===== src/rtl/mem_pkg.sv =====
`default_nettype none
// ============================================================================
// Module      : mem_pkg
// Description : Shared constants and FSM encoding for the operand SRAM banks.
// Revision    : 1.0 - initial release
// ============================================================================
package mem_pkg;

    localparam int OP_DATA_W    = 48;
    localparam int OP_ADDR_W    = 9;
    localparam int OP_NUM_BANKS = 4;
    localparam int OP_CNT_W     = 11;

    typedef enum logic [1:0] {
        ST_IDLE = 2'd0,
        ST_LOAD = 2'd1,
        ST_FIN  = 2'd2
    } op_state_e;

endpackage
`default_nettype wire


===== src/rtl/op_bank_stripe.sv =====
`default_nettype none
// ============================================================================
// Module      : op_bank_stripe
// Description : Maps a word index and base row to a one-hot bank select and
//               the bank row address (combinational, shared with read side).
// Revision    : 1.0 - initial release
// ============================================================================
module op_bank_stripe
    import mem_pkg::*;
#(
    parameter int ADDR_W = OP_ADDR_W,
    parameter int CNT_W  = OP_CNT_W
)(
    input  logic [CNT_W-1:0]        i_k,
    input  logic [ADDR_W-1:0]       i_base_addr,
    output logic [OP_NUM_BANKS-1:0] o_bank_sel,
    output logic [ADDR_W-1:0]       o_row_addr
);

    // Bank is k mod 4; row offset is k >> 2 truncated to the row width so it wraps.
    assign o_bank_sel = OP_NUM_BANKS'(1) << i_k[1:0];
    assign o_row_addr = i_base_addr + i_k[ADDR_W+1:2];

endmodule
`default_nettype wire


===== src/rtl/op_bank_loader.sv =====
`default_nettype none
// ============================================================================
// Module      : op_bank_loader
// Description : Stripes a valid/ready stream of operand words round-robin
//               across the four operand SRAM banks with registered writes.
// Revision    : 1.0 - initial release
// ============================================================================
module op_bank_loader
    import mem_pkg::*;
#(
    parameter int DATA_W = OP_DATA_W,
    parameter int ADDR_W = OP_ADDR_W,
    parameter int CNT_W  = OP_CNT_W
)(
    input  logic              clock,
    input  logic              reset,
    input  logic              start,
    input  logic [CNT_W-1:0]  num_words,
    input  logic [ADDR_W-1:0] base_addr,
    input  logic              in_valid,
    input  logic [DATA_W-1:0] in_data,
    output logic              in_ready,
    output logic [DATA_W-1:0] op_reg,
    output logic              we1,
    output logic              we2,
    output logic              we3,
    output logic              we4,
    output logic [ADDR_W-1:0] write_addr1,
    output logic [ADDR_W-1:0] write_addr2,
    output logic [ADDR_W-1:0] write_addr3,
    output logic [ADDR_W-1:0] write_addr4,
    output logic              busy,
    output logic              done
);

    localparam logic [CNT_W-1:0] c_one = CNT_W'(1);

    op_state_e                              r_state;
    op_state_e                              w_state_nxt;
    logic [CNT_W-1:0]                       r_num;
    logic [ADDR_W-1:0]                      r_base;
    logic [CNT_W-1:0]                       r_k;
    logic [DATA_W-1:0]                      r_op_reg;
    logic [OP_NUM_BANKS-1:0]                r_we;
    logic [OP_NUM_BANKS-1:0][ADDR_W-1:0]    r_waddr;

    logic                    w_in_ready;
    logic                    w_done;
    logic                    w_load_start;
    logic                    w_accept;
    logic                    w_last;
    logic [OP_NUM_BANKS-1:0] w_bank_sel;
    logic [ADDR_W-1:0]       w_row_addr;

    op_bank_stripe #(
        .ADDR_W (ADDR_W),
        .CNT_W  (CNT_W)
    ) u_stripe (
        .i_k         (r_k),
        .i_base_addr (r_base),
        .o_bank_sel  (w_bank_sel),
        .o_row_addr  (w_row_addr)
    );

    assign w_accept = in_valid & w_in_ready;
    assign w_last   = (r_k == (r_num - c_one));

    always_ff @(posedge clock or posedge reset) begin
        if (reset) begin
            r_state <= ST_IDLE;
        end else begin
            r_state <= w_state_nxt;
        end
    end

    always_comb begin
        w_state_nxt  = r_state;
        w_in_ready   = 1'b0;
        w_done       = 1'b0;
        w_load_start = 1'b0;
        case (r_state)
            ST_IDLE: begin
                if (start) begin
                    w_load_start = 1'b1;
                    w_state_nxt  = (num_words != '0) ? ST_LOAD : ST_FIN;
                end
            end
            ST_LOAD: begin
                w_in_ready = 1'b1;
                if (in_valid && w_last) begin
                    w_state_nxt = ST_FIN;
                end
            end
            ST_FIN: begin
                w_done      = 1'b1;
                w_state_nxt = ST_IDLE;
            end
            default: w_state_nxt = ST_IDLE;
        endcase
    end

    // Write enables are one-cycle pulses; addresses and data hold between writes.
    always_ff @(posedge clock or posedge reset) begin
        if (reset) begin
            r_num    <= '0;
            r_base   <= '0;
            r_k      <= '0;
            r_op_reg <= '0;
            r_we     <= '0;
            r_waddr  <= '0;
        end else begin
            r_we <= '0;
            if (w_load_start) begin
                r_num  <= num_words;
                r_base <= base_addr;
                r_k    <= '0;
            end
            if (w_accept) begin
                r_op_reg <= in_data;
                r_we     <= w_bank_sel;
                r_k      <= r_k + c_one;
                for (int b = 0; b < OP_NUM_BANKS; b++) begin
                    if (w_bank_sel[b]) begin
                        r_waddr[b] <= w_row_addr;
                    end
                end
            end
        end
    end

    assign in_ready    = w_in_ready;
    assign done        = w_done;
    assign busy        = (r_state != ST_IDLE) & ~w_done;
    assign op_reg      = r_op_reg;
    assign we1         = r_we[0];
    assign we2         = r_we[1];
    assign we3         = r_we[2];
    assign we4         = r_we[3];
    assign write_addr1 = r_waddr[0];
    assign write_addr2 = r_waddr[1];
    assign write_addr3 = r_waddr[2];
    assign write_addr4 = r_waddr[3];

endmodule
`default_nettype wire

===== config.mk =====
export PLATFORM = sky130hd
export DESIGN_NAME = op_bank_loader
export DESIGN_NICKNAME = d
export VERILOG_FILES = /design/src/rtl/mem_pkg.sv /design/src/rtl/op_bank_stripe.sv /design/src/rtl/op_bank_loader.sv
export SDC_FILE = /design/constraint.sdc
export NUM_CORES = 1
export LEC_CHECK = 0
export ABC_AREA = 1
export CAP_MARGIN = 20
export CORE_MARGIN = 2
export CORE_UTILIZATION = 47
export CTS_CLUSTER_SIZE = 40
export DETAILED_ROUTE_END_ITERATION = 12
export PLACE_DENSITY = 0.81
export SETUP_SLACK_MARGIN = 0.02
export SYNTH_ARGS = -nofsm -noshare
export SYNTH_HDL_FRONTEND = slang
export SYNTH_SLANG_ARGS = --single-unit
export TNS_END_PERCENT = 10

===== constraint.sdc =====
create_clock -name clock -period 5.35 [get_ports clock]
set_input_delay 1.07 -clock clock [delete_from_list [all_inputs] [get_ports clock]]
set_output_delay 1.07 -clock clock [all_outputs]
set_load 0.1 [all_outputs]

Yosys cells after proc, flatten, opt, wreduce, memory -nomap -nowiden
Index checks and enable logic that the tools add are counted.
- add/subtract/negate cells: 3
- equal/unequal tests: 5
- shifts and indexed selects: 1
- muxes and demuxes: 11
- bitwise operators: 3
- reductions and logical operators: 10
- operators with widths (cell ; count):
    11-bit 2-to-1 mux ; 2
    11-bit by 1-bit adder with 11-bit output (second input constant) ; 1
    11-bit == test ; 1
    11-bit nonzero test ; 1
    11-bit by 1-bit subtractor with 11-bit output (second input constant) ; 1
    2-bit AND reduction ; 5
    9-bit adder ; 1
    2-bit 2-to-1 mux ; 3
    1-bit 2-to-1 mux ; 4
    4-bit 2-to-1 mux ; 1
    2-bit inequality test (second input constant) ; 2
    2-bit one-hot mux with 2 select lines ; 1
    2-bit nonzero test ; 2
    1-bit by 2-bit << shifter with 4-bit output (first input constant) ; 1
    1-bit AND ; 2
    2-bit by 1-bit == test with 1-bit output (second input constant) ; 1
    2-bit == test (second input constant) ; 1
    2-bit zero test ; 1
    1-bit logical AND ; 1
    1-bit NOT ; 1
- register bits after elaboration: 121
- input bits: 72
- logic and storage cells: 43

Longest topological paths before layout
- depth in word-level cells: 5
- depth in mapped cells: 13
- depth with buffers taken out: 13

Cells and area by module
From an unflattened synthesis, not the netlist that was laid out.
- cell total of the unflattened synthesis: 677
- area, all modules: 5594.1 um^2
- by module, submodules not included (module ; instances ; cells an instance ; area an instance (um^2) ; sequential area each (um^2)):
    op_bank_loader ; 1 ; 599 ; 5151.2 ; 3027.9
    op_bank_stripe ; 1 ; 78 ; 442.9 ; 0.0

Worst setup path after synthesis
Ideal clock, no wire load.
- path type: reg2out
- from: register r_state[1]
- to: output done
- data arrival time: 1.702 ns
- setup slack: 2.578 ns
- cell stages (with the launch flop): 3
- buffers on the path: 0
- path through: dfrtp_1 -> inv_1 -> nor2_1
- word-level cells in the longest chain between the ends: 2
- RTL lines (element ; RTL line ; source):
    start, declared ; op_bank_loader.sv:38 ; op_state_e r_state;
    start signal, assigned ; op_bank_loader.sv:72 ; r_state <= w_state_nxt;
    2-bit == test ; op_bank_loader.sv:81 ; case (r_state)
    1-bit 2-to-1 mux ; op_bank_loader.sv:81 ;
    end, declared ; op_bank_loader.sv:33 ; output logic done
No other way between the ends.

Final worst setup path
- from: input in_valid
- to: register r_waddr (netlist bit write_addr1[2])
- word-level cells in the longest chain between the ends: 2
- RTL lines (element ; RTL line ; source):
    start, declared ; op_bank_loader.sv:20 ; input logic in_valid,
    1-bit AND ; op_bank_loader.sv:65 ; assign w_accept = in_valid & w_in_ready;
    2-bit AND reduction (no source line) ; n/a ;
    end signal, assigned by index ; op_bank_loader.sv:124 ; r_waddr[b] <= w_row_addr;
    end, declared ; op_bank_loader.sv:45 ; logic [OP_NUM_BANKS-1:0][ADDR_W-1:0] r_waddr;
No other way between the ends.
A chain may end at the register's enable or synchronous reset.

==> impl_metrics.toml <==
[status]
status = "completed"

[timing]
setup_viol = 0
timing.final.hold_violations = 0
clock.fmax_ghz = 0.299
setup_tns_ps = 0
relSlewSlack_pct = 29.8
fin_skew_ps = 12.8
period_minus_slack_ps = 3350
tightest_slew_ps = 1050
rsz0062_at_grt = "no"
period_share_pct = 62.5
slew_viol_final = 0

[setup_path]
worstPathRequired_ps = 5700
worst_setup_path_end_kind = "register"
path_class = "primary input to register"
reg2reg_depth = 8
cp_data_arrival_time_ps = 3700
start_kind = "primary input"
crit_path_max_fanout = 53

[yosys]
yosys-top-cells-area = "dfrtp_1 56%, nand2_1 21%, o21ai_0 3.3%"
ys_ff_latch = 121
ys_seq_area_share_pct = 56.2
async_flop_share_pct = 100
netlist_instances = 640
synth_nets = 726
synth_top_area_share_pct = 56.2
synth.avg_cell_area_um2 = 8.42
yosysTopAreaCell = "dfrtp_1"
synth_ff_type = "dfrtp_1"
synth-edff-count = 0
netlist_area_um2 = 5390
synthDistinctLibCells = 32
ys_warn_count = 0

[clock_network]
postCtsSetupRepairBufs = 0
htreeDepth = 4
clock_latency_ps = 420
clk_pin_slew_worst_paths_ps = 60
cts_buffers = 17
cts.sinks = 121
cts_tree = "done"
root_buffer = "clkbuf_16"
holdBufCountCts = 0
cts_resized = 0
clk_path_buf_depth = 2

[drt]
drc_errors = 0
via_count = 4880
wl_mm = 14.6
first_pass_iters = 7
wl_per_cell_um = 15.2
ant_nets = 0
drtIter0Drc = 373
viasPerCell = 5.09

[die]
core-area_um2 = 11300
ios = 163
fp.dieArea_um2 = 12300
start_util_pct = 47.6
die_x_um = 111
die_y_um = 111
rows = 39

[placed_design]
gp_congestion = 0.934
port-buffer-count = 162
hpwlAfterDp_mm = 10.0

[grt]
grt_pass1_wl_mm = 24.0
antenna_found_initial = 0
grt_use_total_pct = 24.5
grt_pass1_vias = 4959
grt_max_degree = 94
grt.overflow.total = 0

[job]
maxCapViolCount = 0

[final_layout]
drive_gt1_share_pct = 6.13
antenna_cells = 0
area_growth_pct = 44.8
nNetsFinal = 889
largest_register_ffs = 48

[worst_hold_path]
hold_path.class = "register to register"
min_path_cells = 2
==> layout by cell type, fill, tap and decap left out, types with 2 or more instances in the layout <==
cell type        netlist  layout
nor3_2                 2       2
a21oi_1               13      13
or2_2                  2       2
nor2_1                21      21
ha_1                  13      13
nor3_1                 2       2
dfrtp_1              121     121
buf_4                  0       2
nor2_4                 2       2
xor2_1                 5       5
nand4_1                3       3
inv_1                 39      38
o21ai_0               36      36
clkdlybuf4s50_1        0     162
o21ai_1                4       4
nand3_1               32      32
clkbuf_16              0      17
inv_2                  3       3
nor4_1                 2       2
a31oi_1                2       2
clkinv_4               0       4
nand2_1              300     300
clkinvlp_4             0       3
bufinv_16              0       5
xnor2_1                7       7
==> layout make-up <==
class                      instances  area, µm²
clock buffer                      18        439
clock inverter                    14        221
fill                             857       3520
inverter                          42        160
multi-input combinational        456       2110
sequential                       121       3030
tap                              143        179
timing repair buffer             165       1660
==> logic make-up after synthesis <==
| logic type | count (synthesis) | synth area share, % |
|---|---|---|
| adder cells (fa/ha/maj) | 14 | 3.39 |
| flip-flops | 121 | 56.2 |
| AO/OA/AOI/OAI | 58 | 5.55 |
| XOR/XNOR | 12 | 1.95 |
| AND/OR/NAND/NOR | 372 | 28.3 |
| buffers and inverters | 63 | 4.62 |
==> critical path: stages <==
cell             delay (ps)
clkdlybuf4s50_1         530
nand2_4                 340
inv_2                   750
nand2_1                 530
inv_1                   250
nand2_1                  90
nand2_1                  90
==> synth_stat cells, types with 3 or more instances <==
cell type,count
dfrtp_1,121
inv_2,3
ha_1,13
xor2_1,5
clkbuf_1,10
nand4_1,3
xnor2_1,7
buf_2,10
o21ai_0,36
nand2_1,300
inv_1,39
nand3_1,32
nor2_1,21
a21oi_1,13
o21ai_1,4
==> metrics by stage <==
step	cells	cell area [µm²]	hold WS, ps	worst slack (ps)	utilization [%]
after floorplan	640	5390	448	1070	-
after global placement	926	7110	458	1710	62.8
after detailed placement	926	7110	464	1570	62.8
after CTS	958	7770	480	1980	68.7
after global routing	959	7800	499	1670	68.9
final	959	7800	480	2000	68.9
==> final timing paths <==
path / start / slack [ps] / end
min in group asynchronous: reset / 1100 / op_reg[24]
worst min register to register: op_reg[27] / 480 / op_reg[27]
worst min-delay path: op_reg[27] / 480 / op_reg[27]
max in group asynchronous: reset / 3170 / r_k[1]
worst max register to register: r_state[0] / 2540 / write_addr1[2]
worst max-delay path: in_valid / 2000 / write_addr1[2]
==> per-layer routing <==
layer,global-route usage (%),wire length [µm]
met5,0,0
met4,8.40,319
met3,7.49,1160
met2,40.7,6990
met1,30.7,6100
Power is left out: the tool's default activity adds up to more than one toggle a clock period on the data nets, which glitch-free logic cannot reach.
